File: config.mk
export PLATFORM = sky130hd
export DESIGN_NAME = sync_fifo_param
export DESIGN_NICKNAME = d
export VERILOG_FILES = /design/src/rtl/fifo_pkg.sv /design/src/rtl/fifo_ram.sv /design/src/rtl/sync_fifo_param.sv
export SDC_FILE = /design/constraint.sdc
export NUM_CORES = 1
export LEC_CHECK = 0
export CORE_UTILIZATION = 45
export CTS_BUF_LIST = sky130_fd_sc_hd__clkbuf_4
export CTS_CLUSTER_DIAMETER = 100
export DETAILED_ROUTE_END_ITERATION = 10
export DONT_BUFFER_PORTS = 1
export GPL_TIMING_DRIVEN = 0
export SYNTH_ARGS = -nofsm -noshare
export SYNTH_HDL_FRONTEND = slang
export SYNTH_HIERARCHICAL = 1
export SYNTH_SLANG_ARGS = --single-unit
File: constraint.sdc
create_clock -name clk -period 5.82 [get_ports clk]
set_input_delay 0.582 -clock clk [delete_from_list [all_inputs] [get_ports clk]]
set_output_delay 0.582 -clock clk [all_outputs]
set_load 0.1 [all_outputs]
File: src/rtl/fifo_pkg.sv
// Shared defaults and the occupancy status enum for the parameterised FIFO.
package fifo_pkg;

    localparam int DEFAULT_FIFO_WIDTH = 32;
    localparam int DEFAULT_FIFO_DEPTH = 16;

    typedef enum logic [2:0] {
        FIFO_EMPTY        = 3'd0,
        FIFO_ALMOST_EMPTY = 3'd1,
        FIFO_MID          = 3'd2,
        FIFO_ALMOST_FULL  = 3'd3,
        FIFO_FULL         = 3'd4
    } fifo_state_e;

    // Empty and full take priority over the threshold states.
    function automatic fifo_state_e fifo_status(input int unsigned cnt, input int unsigned depth,
                                                input int unsigned ae, input int unsigned af);
        if (cnt == 0)          return FIFO_EMPTY;
        else if (cnt == depth) return FIFO_FULL;
        else if (cnt <= ae)    return FIFO_ALMOST_EMPTY;
        else if (cnt >= af)    return FIFO_ALMOST_FULL;
        else                   return FIFO_MID;
    endfunction

endpackage

File: src/rtl/fifo_ram.sv
// FIFO storage: one synchronous write port, one asynchronous read port, no reset.
module fifo_ram #(
    parameter int WIDTH = 8,
    parameter int DEPTH = 16,
    parameter int AW    = 4
) (
    input  logic             clk,
    input  logic             we,
    input  logic [AW-1:0]    waddr,
    input  logic [WIDTH-1:0] wdata,
    input  logic [AW-1:0]    raddr,
    output logic [WIDTH-1:0] rdata
);

    logic [WIDTH-1:0] mem [DEPTH];

    always_ff @(posedge clk) begin
        if (we) begin
            mem[waddr] <= wdata;
        end
    end

    assign rdata = mem[raddr];

endmodule

File: src/rtl/sync_fifo_param.sv
// Parameterised single-clock FIFO with threshold flags and sticky error flags.
// Define FIFO_FWFT_EN for first-word-fall-through output; default is registered read.
module sync_fifo_param
    import fifo_pkg::*;
#(
    parameter int FIFO_WIDTH = DEFAULT_FIFO_WIDTH,
    parameter int FIFO_DEPTH = DEFAULT_FIFO_DEPTH,
    parameter int AF_THRESH  = FIFO_DEPTH - 2,
    parameter int AE_THRESH  = 2
) (
    input  logic                            clk,
    input  logic                            rst,
    input  logic [FIFO_WIDTH-1:0]           data_in,
    input  logic                            w_en,
    input  logic                            r_en,
    output logic [FIFO_WIDTH-1:0]           data_out,
    output logic                            empty,
    output logic                            full,
    output logic                            almost_empty,
    output logic                            almost_full,
    output logic [$clog2(FIFO_DEPTH+1)-1:0] count,
    output logic                            overflow,
    output logic                            underflow
);

    localparam int AW = $clog2(FIFO_DEPTH);
    localparam int CW = $clog2(FIFO_DEPTH + 1);
    localparam logic [AW-1:0] LAST_PTR = AW'(FIFO_DEPTH - 1);
    localparam logic [CW-1:0] DEPTH_C  = CW'(FIFO_DEPTH);
    localparam logic [CW-1:0] AF_C     = CW'(AF_THRESH);
    localparam logic [CW-1:0] AE_C     = CW'(AE_THRESH);

    generate
        if (!(FIFO_WIDTH >= 1 && FIFO_DEPTH >= 2 && AE_THRESH >= 0 &&
              AE_THRESH < AF_THRESH && AF_THRESH <= FIFO_DEPTH)) begin : g_bad_params
            $error("sync_fifo_param: need WIDTH>=1, DEPTH>=2, 0<=AE_THRESH<AF_THRESH<=DEPTH");
        end
    endgenerate

    logic [AW-1:0]         wr_ptr_reg;
    logic [AW-1:0]         rd_ptr_reg;
    logic [CW-1:0]         count_reg;
    logic                  overflow_reg;
    logic                  underflow_reg;
    logic [FIFO_WIDTH-1:0] ram_rdata;
    logic                  rd_acc;
    logic                  wr_acc;

    // Depth need not be a power of two, so wrap explicitly.
    function automatic logic [AW-1:0] ptr_inc(input logic [AW-1:0] p);
        return (p == LAST_PTR) ? '0 : p + 1'b1;
    endfunction

    // Flags decode only registered state; no path from w_en/r_en.
    assign empty        = (count_reg == '0);
    assign full         = (count_reg == DEPTH_C);
    assign almost_empty = (count_reg <= AE_C);
    assign almost_full  = (count_reg >= AF_C);
    assign count        = count_reg;
    assign overflow     = overflow_reg;
    assign underflow    = underflow_reg;

    // A read on a full FIFO frees the slot the same-cycle write lands in.
    assign rd_acc = r_en && !empty;
    assign wr_acc = w_en && (!full || rd_acc);

    always_ff @(posedge clk or posedge rst) begin
        if (rst) begin
            wr_ptr_reg    <= '0;
            rd_ptr_reg    <= '0;
            count_reg     <= '0;
            overflow_reg  <= 1'b0;
            underflow_reg <= 1'b0;
        end else begin
            if (wr_acc) begin
                wr_ptr_reg <= ptr_inc(wr_ptr_reg);
            end
            if (rd_acc) begin
                rd_ptr_reg <= ptr_inc(rd_ptr_reg);
            end
            case ({wr_acc, rd_acc})
                2'b10:   count_reg <= count_reg + 1'b1;
                2'b01:   count_reg <= count_reg - 1'b1;
                default: count_reg <= count_reg;
            endcase
            if (w_en && full && !rd_acc) begin
                overflow_reg <= 1'b1;
            end
            if (r_en && empty) begin
                underflow_reg <= 1'b1;
            end
        end
    end

    fifo_ram #(
        .WIDTH (FIFO_WIDTH),
        .DEPTH (FIFO_DEPTH),
        .AW    (AW)
    ) u_ram (
        .clk   (clk),
        .we    (wr_acc),
        .waddr (wr_ptr_reg),
        .wdata (data_in),
        .raddr (rd_ptr_reg),
        .rdata (ram_rdata)
    );

`ifdef FIFO_FWFT_EN
    assign data_out = empty ? '0 : ram_rdata;
`else
    logic [FIFO_WIDTH-1:0] data_out_reg;

    always_ff @(posedge clk or posedge rst) begin
        if (rst) begin
            data_out_reg <= '0;
        end else if (rd_acc) begin
            data_out_reg <= ram_rdata;
        end
    end

    assign data_out = data_out_reg;
`endif

endmodule

== Yosys cells after proc, flatten, opt, wreduce, memory -nomap -nowiden ==
Memories as Yosys holds them, arrays and structs flattened. A register that Yosys moved wholly into a read port is not among the register bits.
Cells that the tools add are included.
Cells by class
  $lt $le $gt $ge: 2
  reduce and logical (&&, ||, !) cells: 11
  $add $sub $neg: 4
  multiplexer cells: 5
  equality and inequality tests: 5
Operators by type and width (count)
  $pmux 5 s2: 1
  $add 4x1->4 const B: 2
  $eq 4x4->1 const B: 2
  $mux 4: 2
  $add 5x1->5 const B: 1
  $eq 5x5->1 const B: 1
  $ge 5x4->1 const B: 1
  $le 5x2->1 const B: 1
  $logic_and 1x1->1: 5
  $logic_not 5->1: 1
  $sub 5x1->5 const B: 1
  $logic_not 1->1: 3
  $eq 2x1->1 const B: 1
  $eq 2x2->1 const B: 1
  $mux 1: 2
  $reduce_bool 2->1: 1
  $logic_or 1x1->1: 1
Storage, ports and cells
  word-level logic and storage cells: 33
  bits in writable memories: 512
  input port bits: 36
  memories kept: 1
  output and inout port bits: 43
  flip-flop bits (word level): 15
Memories
  u_ram.mem: depth 16, width 32, rd ports 1, clocked after memory_dff 1, wr ports 1, RTL line fifo_ram.sv:15  | logic [WIDTH-1:0] mem [DEPTH];

== Logic depth before layout (Yosys ltp) ==
Gate-level depths: netlist of run 1.
  depth after elaboration: 7
  gate-level depth with buffers: 12
  mapped depth without buffers: 10

== By module ==
Netlist of run 1, hierarchy kept.
Modules (own cells, without submodules)
  fifo_ram: area an instance 19213.4 um^2, sequential area each 15374.7 um^2, instances 1, cells an instance 806
  sync_fifo_param: area an instance 2065.7 um^2, sequential area each 1176.1 um^2, instances 1, cells an instance 225

== Worst setup path after synthesis of run 1 ==
OpenSTA, ideal clock, no wires.
  path kind: register -> output
  from: register count_reg[4], in the netlist count[4]
  to: output port almost_empty
  setup slack: -0.464 ns
  required time: 5.238 ns
  cell stages (with the launch flop): 3
  arrival time: 5.702 ns
  buffers on the path: 1
  path through: dfrtp_1 clkbuf_1 a2111oi_0
On the way
  word-level cells in the longest chain between the ends: 1
RTL lines
  start, declared: RTL line sync_fifo_param.sv:42  | logic [CW-1:0] count_reg;
  start signal, assigned: RTL line sync_fifo_param.sv:82  | 2'b10: count_reg <= count_reg + 1'b1;
  start signal, assigned: RTL line sync_fifo_param.sv:83  | 2'b01: count_reg <= count_reg - 1'b1;
  start signal, assigned: RTL line sync_fifo_param.sv:84  | default: count_reg <= count_reg;
  $le 5x2->1: RTL line sync_fifo_param.sv:57  | assign almost_empty = (count_reg <= AE_C);
  end, declared: RTL line sync_fifo_param.sv:19  | output logic almost_empty,
Every way passes these cells.

== Worst setup path in the final report of run 1 ==
  from: register count_reg[0], in the netlist count[0]
  to: register count_reg[4], in the netlist count[4]
On the way
  word-level cells in the longest chain between the ends: 7
  elaborated cells on any way between the ends: 13
  classes of those cells: 2 x add/sub; 3 x eq/ne; 1 x mux; 7 x reduce/logical
RTL lines
  $logic_not 5->1 *: RTL line sync_fifo_param.sv:55  | assign empty = (count_reg == '0);
  $logic_not 1->1 *: RTL line sync_fifo_param.sv:64  | assign rd_acc = r_en && !empty;
  $logic_and 1x1->1 *: RTL line sync_fifo_param.sv:64
  via rd_acc: RTL line sync_fifo_param.sv:46  | logic rd_acc;
  $logic_or 1x1->1: RTL line sync_fifo_param.sv:65  | assign wr_acc = w_en && (!full || rd_acc);
  $logic_and 1x1->1: RTL line sync_fifo_param.sv:65
  $eq 2x1->1 / $eq 2x2->1 (equally long branches): RTL line sync_fifo_param.sv:81  | case ({wr_acc, rd_acc})
  $pmux 5 s2 / $reduce_bool 2->1 (equally long branches)
The timed path passes the listed nets; every way through them passes the cells marked *.
A chain may end at the register's enable or synchronous reset.

==> results of run 1 <==
stage by stage:
| step | instance area [µm²] | total power (µW) | std cells |
|---|---|---|---|
| after floorplan | 21300 | 8260 | 1031 |
| after global placement | 22000 | 9200 | 1638 |
| after detailed placement | 22700 | 9370 | 1670 |
| after CTS | 24900 | 12900 | 1961 |
| after global routing | 24900 | 13400 | 1963 |
| final | 24900 | 12700 | 1963 |
synthesized netlist by cell type (4+ instances only):
library cell	count	area (µm²)
a21o_1	5	37.5
clkbuf_1	19	71.3
dfrtp_1	47	1180
edfxtp_1	512	15400
a22oi_1	64	480
nand2b_1	4	25.0
buf_2	11	55.1
buf_1	9	33.8
inv_1	7	26.3
buf_4	11	82.6
mux4_2	128	2880
nor2_1	18	67.6
o21ai_0	6	30.0
ha_1	6	75.1
nand2_1	142	533
nor3_1	5	25.0
layer usage:
metal,up-vias,wire (µm)
met5,-,12
met4,2,754
met3,57,3850
met2,434,24100
met1,5757,20900
li1,4748,-
path summary, 6_finish.rpt:
path / start / to / slack, ns
setup / recovery: count[0] / count[4] / 1.72
hold / removal: rst / overflow / 0.14
setup reg to reg: count[0] / count[4] / 1.72
hold reg to reg: rd_ptr_reg[1] / rd_ptr_reg[1] / 0.58
max in group asynchronous: rst / data_out[13] / 5.05
min in group clk: r_en / underflow / 0.42
placed cells by master (no fill, tap or decap), types with 3 or more instances in the layout:
cell type and instances:
nand2b_1 4, ha_1 6, o21ai_0 6, clkinv_1 23, buf_2 11, a21o_1 5
nor2_4 12, dlygate4sd3_1 36, inv_1 6, buf_6 17, a22oi_1 64, nor3_2 4
edfxtp_1 512, xnor2_1 3, bufinv_16 4, clkbuf_4 221, mux4_2 128, clkbuf_1 19
nand3_1 3, nor2_1 4, buf_1 10, buf_4 11, nand2_1 142, buf_12 13
nor2b_1 3, dfrtp_1 47, inv_2 6
worst register-to-register path, delay by kind of cell (launching register included):
| kind | cells | cell delay, ns |
|---|---|---|
| buffers and inverters | 3 | 0.71 |
| AO/OA/AOI/OAI | 3 | 0.67 |
| adder cells (fa/ha/maj) | 2 | 0.60 |
| AND/OR/NAND/NOR | 2 | 0.98 |
| multiplexers | 1 | 0.20 |
| flip-flops | 1 | 0.79 |
power breakdown:
part	switching, µW	internal, µW	leakage, µW
Combinational	1900	1370	0.00212
Sequential	1190	4840	0.00520
Clock	1550	1900	0.00113
kinds of logic (layout without fill, tap and decap cells):
group / count (synthesis) / count (layout) / synth area share
AO/OA/AOI/OAI: 88 / 88 / 0.0309
XOR/XNOR: 5 / 5 / 0.00206
adder cells (fa/ha/maj): 7 / 7 / 0.00447
buffers and inverters: 60 / 383 / 0.0139
flip-flops: 559 / 559 / 0.778
multiplexers: 130 / 130 / 0.136
other: 0 / 2 / 0
AND/OR/NAND/NOR: 182 / 182 / 0.0345
layout make-up:
cell class / count / area [µm²] / share of cell area
flip-flops and latches: 559 / 16600 / 0.664
multi-input cells: 412 / 4550 / 0.183
clock buffers: 221 / 1660 / 0.0666
repair buffers: 68 / 851 / 0.0342
well taps: 607 / 759 / 0.0305
plain buffers: 52 / 265 / 0.0106
clock inverters: 34 / 239 / 0.00959
inverters: 8 / 30.0 / 0.00121
diodes: 2 / 5.00 / 0.000201
what timing repair did:
action,CTS,global route
hold buffers,36,0
endpoints found under the hold margin,570,0
endpoints found under the setup margin,0,0
==> results_dict.tcl, run 1 <==
set metrics [dict create \
    ys_ff_latch 559 \
    die_area_um2 48200 \
    tns_ns 0 \
    critical_path.max_stage_delay_ns 0.79 \
    rsz0062_at_grt "no" \
    crit_buf_inv 3 \
    p_per_area_nw_per_um2 511 \
    hold_viol_final 0 \
    clockBufferDepth 3 \
    relSlewSlack 0.279 \
    area_growth_pct 17.1 \
    path_delay_family "simple AND/OR/NAND/NOR gates" \
    skew_ns 0.0470 \
    finalCritPeriodShare 0.705 \
    ios 79 \
    numCtsBuffers 148 \
    fmax_ghz 0.244 \
    h-tree-depth 4 \
    synth_cell_types 39 \
    ir_worst_vdd_mv 0.466 \
    worst_slew_pin_slew_ns 1.08 \
    hpwl_um 30100 \
    p_leak_uw 0.00845 \
    vias 10998 \
    drc_errors 0 \
    syn-mean-instance-area_um2 20.6 \
    initial_utilization 0.457 \
    cp-end-kind "flop" \
    clock_sinks 559 \
    drt-initial-drc-count 1052 \
    netlist_instances 1031 \
    dr.pass1.iters 7 \
    status "finished, final reports clean" \
    max_cap_viol_count 0 \
    io_buffers 0 \
    cp.depth 11 \
    yosysSeqAreaShare 0.778 \
    post_cts_buffers 0 \
    grt_use_met3 0.0661 \
    yosysWarnings 6 \
    cts-root-buf "clkbuf_4" \
    fin_ws_ns 1.72 \
    grt_max_degree 27 \
    totalWireLength_um 49600 \
    die_h_um 219 \
    drive_gt1_frac 0.325 \
    coreArea_um2 46600 \
    arrival_ns 4.91 \
    place_ws_ns 1.72 \
    crit_slowest_cell "dfrtp_1" \
    synth_async_sr_flop_share 0.0841 \
    synth_ff_type "edfxtp_1" \
    ctsResizeCount 0 \
    maxSlewViolCount 0 \
    post_drt_wl_per_cell_um 25.3 \
    worstPathCellList "or4_1 > buf_2 > o21ai_4 > inv_2 > buf_2 > ha_1 > ha_1 > or2_2 > o22ai_1 > mux2i_1 > o21ai_0" \
    whs_ns 0.140 \
    fillers 3680 \
    worstPathMaxFanout 10 \
    hp-class "input port to async pin" \
    die_x_um 219 \
    grt_pass1_wl_um 73100 \
    r2r_cells 11 \
    worstSkewPairLatency_ns 0.95 \
    fin_util 0.535 \
    worstPathRequired_ns 6.63 \
    nNetsFinal 1292 \
    setup_viol 0 \
    critical_path_class "flop to flop" \
    finalCriticalPeriod_ns 4.10 \
    place_congestion 0.727 \
    grt_busiest_layer "met2" \
    grt_util_met2 0.337 \
    largest_reg_flops 512 \
    synth_edf_count 512 \
    synth_area_um2 21300 \
    vias_per_cell 5.60 \
    postRouteAntennaNets 0 \
    grt_pass1_vias 11408 \
    grt_use_total 0.218 \
    clk_pin_slew_worst_paths_ns 0.06 \
    startpoint_type "flop" \
    antenna_found_initial 3 \
    synth_nets 1074 \
    use_met1 0.295 \
    overflow 0 \
    cts_tree "yes" \
    num_rows 79 \
]
(Power assumes the default switching activity.)
==> inputs of run 2 (changes only) <==
==> constraint.sdc (replaced) <==
create_clock -name clk -period 3.9 [get_ports clk]
set_input_delay 0.39 -clock clk [delete_from_list [all_inputs] [get_ports clk]]
set_output_delay 0.39 -clock clk [all_outputs]
set_load 0.1 [all_outputs]
==> results_dict.tcl, run 2 (synthesis results as in run 1) <==
set metrics [dict create \
    status "finished, final reports clean" \
    drt-initial-drc-count 973 \
    final_common_cell "edfxtp_1" \
    grt_pass1_vias 11299 \
    critical_path_class "flop to flop" \
    final_cells 1967 \
    largest_reg_flops 512 \
    fin_util 0.538 \
    grt_pass1_wl_um 72500 \
    h-tree-depth 4 \
    coreArea_um2 46600 \
    layout_common_cells "512 x edfxtp_1, 221 x clkbuf_4, 142 x nand2_1" \
    worstPathRequired_ns 4.70 \
    io_buffers 0 \
    postRouteAntennaNets 0 \
    dr.pass1.iters 6 \
    overflow 0 \
    cts-root-buf "clkbuf_4" \
    startpoint_type "flop" \
    maxSlewViolCount 0 \
    ios 79 \
    numCtsBuffers 144 \
    post_drt_wl_per_cell_um 24.9 \
    die_area_um2 48200 \
    hold_viol_final 0 \
    worst_slew_pin_slew_ns 1.06 \
    cp-end-kind "flop" \
    cts_tree "yes" \
    worstSkewPairLatency_ns 0.95 \
    antenna_found_initial 4 \
    vias_per_cell 5.54 \
    grt_use_total 0.216 \
    relSlewSlack 0.295 \
    drc_errors 0 \
    die_x_um 219 \
    ir_worst_vdd_mv 0.812 \
    max_cap_viol_count 0 \
    finalCriticalPeriod_ns 3.56 \
    clockBufferDepth 3 \
    place_congestion 0.766 \
    num_rows 79 \
    grt_max_degree 27 \
    fmax_ghz 0.281 \
    p_per_area_nw_per_um2 760 \
    finalCritPeriodShare 0.912 \
    skew_ns 0.0582 \
    p_leak_uw 0.00847 \
    rsz0062_at_grt "no" \
    hp-class "input port to flop" \
    clk_pin_slew_worst_paths_ns 0.06 \
    hpwl_um 29600 \
    totalWireLength_um 49000 \
    dp.cells 1662 \
    setup_viol 0 \
    initial_utilization 0.457 \
    drive_gt1_frac 0.331 \
    vias 10889 \
    die_h_um 219 \
    clock_sinks 559 \
    arrival_ns 4.36 \
    worstPathMaxFanout 10 \
    area_growth_pct 17.7 \
    nNetsFinal 1285 \
]
-- run 2: worst max-delay path, cell delays in order, from the launching register on --
cell and delay (ns):
dfrtp_2 0.63, or4_1 0.58, buf_2 0.19, o21ai_4 0.26, inv_2 0.17, buf_2 0.26, ha_1 0.33, ha_1 0.26
or2_2 0.31, o22ai_1 0.15, mux2i_1 0.19, o21ai_0 0.09
-- run 2: through the flow --
step	worst slack [ns]	TNS [ns]	area [µm²]	power, µW	hold slack, ns
final	0.343	0	25100	19000	0.287
after global routing	0.0931	0	25100	19900	0.197
after CTS	0.0151	0	25000	19300	0.169
after detailed placement	-0.153	-0.183	22700	14000	0.369
after global placement	-1.91	-778.76	22100	13700	0.489
after floorplan	-0.815	-0.815	21300	12300	0.489
-- run 2: layout make-up --
cell class / instances / area (µm²)
plain buffers: 52 / 265
flip-flops and latches: 559 / 16600
clock buffers: 221 / 1660
inverters: 8 / 30.0
diodes: 3 / 7.51
repair buffers: 65 / 930
well taps: 607 / 759
fillers: 3701 / 21500
clock inverters: 40 / 263
multi-input cells: 412 / 4580
-- run 2: routing by layer --
metal  global-route usage  routed length (µm)
met1                0.288               20500
met2                0.338               24000
met3               0.0618                3750
met4               0.0817                 831
met5                    0                   8
-- run 2: worst paths after layout --
| kind | from | endpoint | slack (ns) | cells after the start |
|---|---|---|---|---|
| min | r_en | underflow | 0.29 | 2 |
| max | count[0] | count[4] | 0.34 | 11 |
| min in group asynchronous | rst | wr_ptr_reg[0] | 0.56 | 4 |
| min reg2reg | rd_ptr_reg[0] | rd_ptr_reg[0] | 0.57 | 1 |
| max reg2reg | count[0] | count[4] | 0.34 | 11 |
| max in group asynchronous | rst | data_out[17] | 3.10 | 4 |
-- run 2: power breakdown --
group | switching [µW] | total [µW] | internal [µW]
Combinational | 2830 | 4900 | 2070
Clock | 2330 | 5120 | 2790
Sequential | 1780 | 9010 | 7230
Total | 6940 | 19000 | 12100
-- run 2: timing repair --
item,4_1_cts,5_1_grt
hold buffers,38,0
setup endpoints to repair,2,1
resized for setup,4,1
endpoints found under the hold margin,601,0
pin swaps,0,1
setup buffers,0,3
==> inputs of run 3 (changes only) <==
--- a/config.mk
+++ b/config.mk
@@ -5,6 +5,7 @@
 export SDC_FILE = /design/constraint.sdc
 export NUM_CORES = 1
 export LEC_CHECK = 0
+export CORE_MARGIN = 4
 export CORE_UTILIZATION = 45
 export CTS_BUF_LIST = sky130_fd_sc_hd__clkbuf_4
 export CTS_CLUSTER_DIAMETER = 100
==> results_dict.tcl, run 3 (synthesis results as in run 1) <==
set metrics [dict create \
    p_switching_uw 6900 \
    fillers 3726 \
    cts-root-buf "clkbuf_4" \
    die_area_um2 50800 \
    largest_reg_flops 512 \
    overflow 0 \
    die_x_um 225 \
    layout_common_cells "512 x edfxtp_1, 231 x clkbuf_4, 142 x nand2_1" \
    worstPathRequired_ns 4.64 \
    clk_pin_slew_worst_paths_ns 0.06 \
    grt_pass1_wl_um 73600 \
    reg2reg_from "count[0]" \
    die_h_um 225 \
    p_int_uw 12200 \
    totalWireLength_um 49200 \
    drc_errors 0 \
    area_growth_pct 18.0 \
    min-delay-start "r_en" \
    swShare 0.362 \
    rsz0062_at_grt "no" \
    fin_util 0.538 \
    vias 10834 \
    dp.cells 1662 \
    critical_path.max_stage_delay_ns 0.64 \
    p_per_area_nw_per_um2 761 \
    num_rows 79 \
    pwr-share-comb 0.256 \
    hpwl_um 29900 \
    final_common_cell "edfxtp_1" \
    tns_ns 0 \
    fmax_ghz 0.273 \
    crit_buf_inv 3 \
    hp-class "input port to flop" \
    startpoint_type "flop" \
    path_delay_family "simple AND/OR/NAND/NOR gates" \
    cp-startpoint "count[0]" \
    postRouteAntennaNets 0 \
    setup_viol 0 \
    post_drt_wl_per_cell_um 25.0 \
    seqPwrFrac 0.473 \
    skew_ns 0.0573 \
    worstSkewPairLatency_ns 0.92 \
    antenna_found_initial 4 \
    clock_sinks 559 \
    cts_tree "yes" \
    worst_slew_pin_slew_ns 1.06 \
    grt_max_degree 27 \
    place_congestion 0.736 \
    initial_utilization 0.456 \
    critical_path_class "flop to flop" \
    worstPathCellList "or4_1 > buf_2 > o21ai_4 > inv_2 > buf_2 > ha_1 > ha_1 > or2_2 > o22ai_1 > mux2i_1 > o21ai_0" \
    h-tree-depth 4 \
    relSlewSlack 0.293 \
    ir_worst_vdd_mv 0.460 \
    crit_slowest_cell "dfrtp_4" \
    numCtsBuffers 145 \
    final_cells 1965 \
    grt_use_total 0.201 \
    status "finished, final reports clean" \
    hold_viol_final 0 \
    max_cap_viol_count 0 \
    io_buffers 0 \
    maxSlewViolCount 0 \
    worstPathMaxFanout 10 \
    arrival_ns 4.40 \
    finalCritPeriodShare 0.938 \
    ios 79 \
    p_leak_uw 0.00851 \
    coreArea_um2 46700 \
    drt-initial-drc-count 938 \
    dr.pass1.iters 4 \
    power_frac_clock 0.271 \
    vias_per_cell 5.51 \
    finalCriticalPeriod_ns 3.66 \
    cp-end-kind "flop" \
    report.power.total_uw 19100 \
    whs_ns 0.301 \
    nNetsFinal 1284 \
    drive_gt1_frac 0.331 \
    grt_pass1_vias 11539 \
    clockBufferDepth 3 \
]
-- run 3: changes by cell type in the layout (fill, tap and decap cells not counted), sizes merged --
cell,before,now
clkbuf,240,250
clkinvlp,5,1
buf,61,59
clkinv,27,22
inv,13,12
-- run 3: final timing paths --
check / to / slack [ns] / cells after the start
setup / recovery: count[4] / 0.24 / 11
setup reg to reg: count[4] / 0.24 / 11
hold reg to reg: rd_ptr_reg[0] / 0.58 / 1
hold / removal: underflow / 0.30 / 2
max in group asynchronous: data_out[8] / 3.13 / 4
min in group asynchronous: data_out[2] / 0.54 / 4
-- run 3: area by class of cell --
cell class / count / area [µm²] / share of cell area
multi-input combinational: 412 / 4580 / 0.183
timing repair buffer: 63 / 957 / 0.0381
clock buffer: 231 / 1730 / 0.0691
tap: 607 / 759 / 0.0303
sequential: 559 / 16600 / 0.660
buffer: 52 / 265 / 0.0106
antenna: 3 / 7.51 / 0.000299
clock inverter: 30 / 201 / 0.00803
inverter: 8 / 30.0 / 0.00120
-- run 3: layer usage --
layer,part of all wire,global-route usage
met2,0.49,0.316
met5,0.00026,0
met4,0.018,0.0656
met1,0.43,0.272
met3,0.058,0.0612
-- run 3: timing repair --
| item | 4_1_cts | 5_1_grt |
|---|---|---|
| endpoints found under the hold margin | 572 | 0 |
| hold buffers | 38 | 0 |
| gates cloned | 0 | 0 |
| pin swaps | 1 | 0 |
| endpoints found under the setup margin | 3 | 1 |
| resized for setup | 4 | 4 |
| setup buffers | 1 | 0 |
-- run 3: through the flow --
stage	worst slack (ns)	area, µm²
detailed placement	-0.235	22700
finish	0.241	25100
CTS	0.0676	25100
global route	0.00956	25100
global placement	-1.89	22100
floorplan	-0.815	21300
-- run 3: power groups by stage --
stage                     sequential (µW)  combinational, µW  clock [µW]
after floorplan                      9030               3310           0
after global placement               9150               4570           0
after detailed placement             9140               4860           0
after CTS                            9020               4990        5350
after global routing                 9090               5280        5730
final                                9020               4890        5180
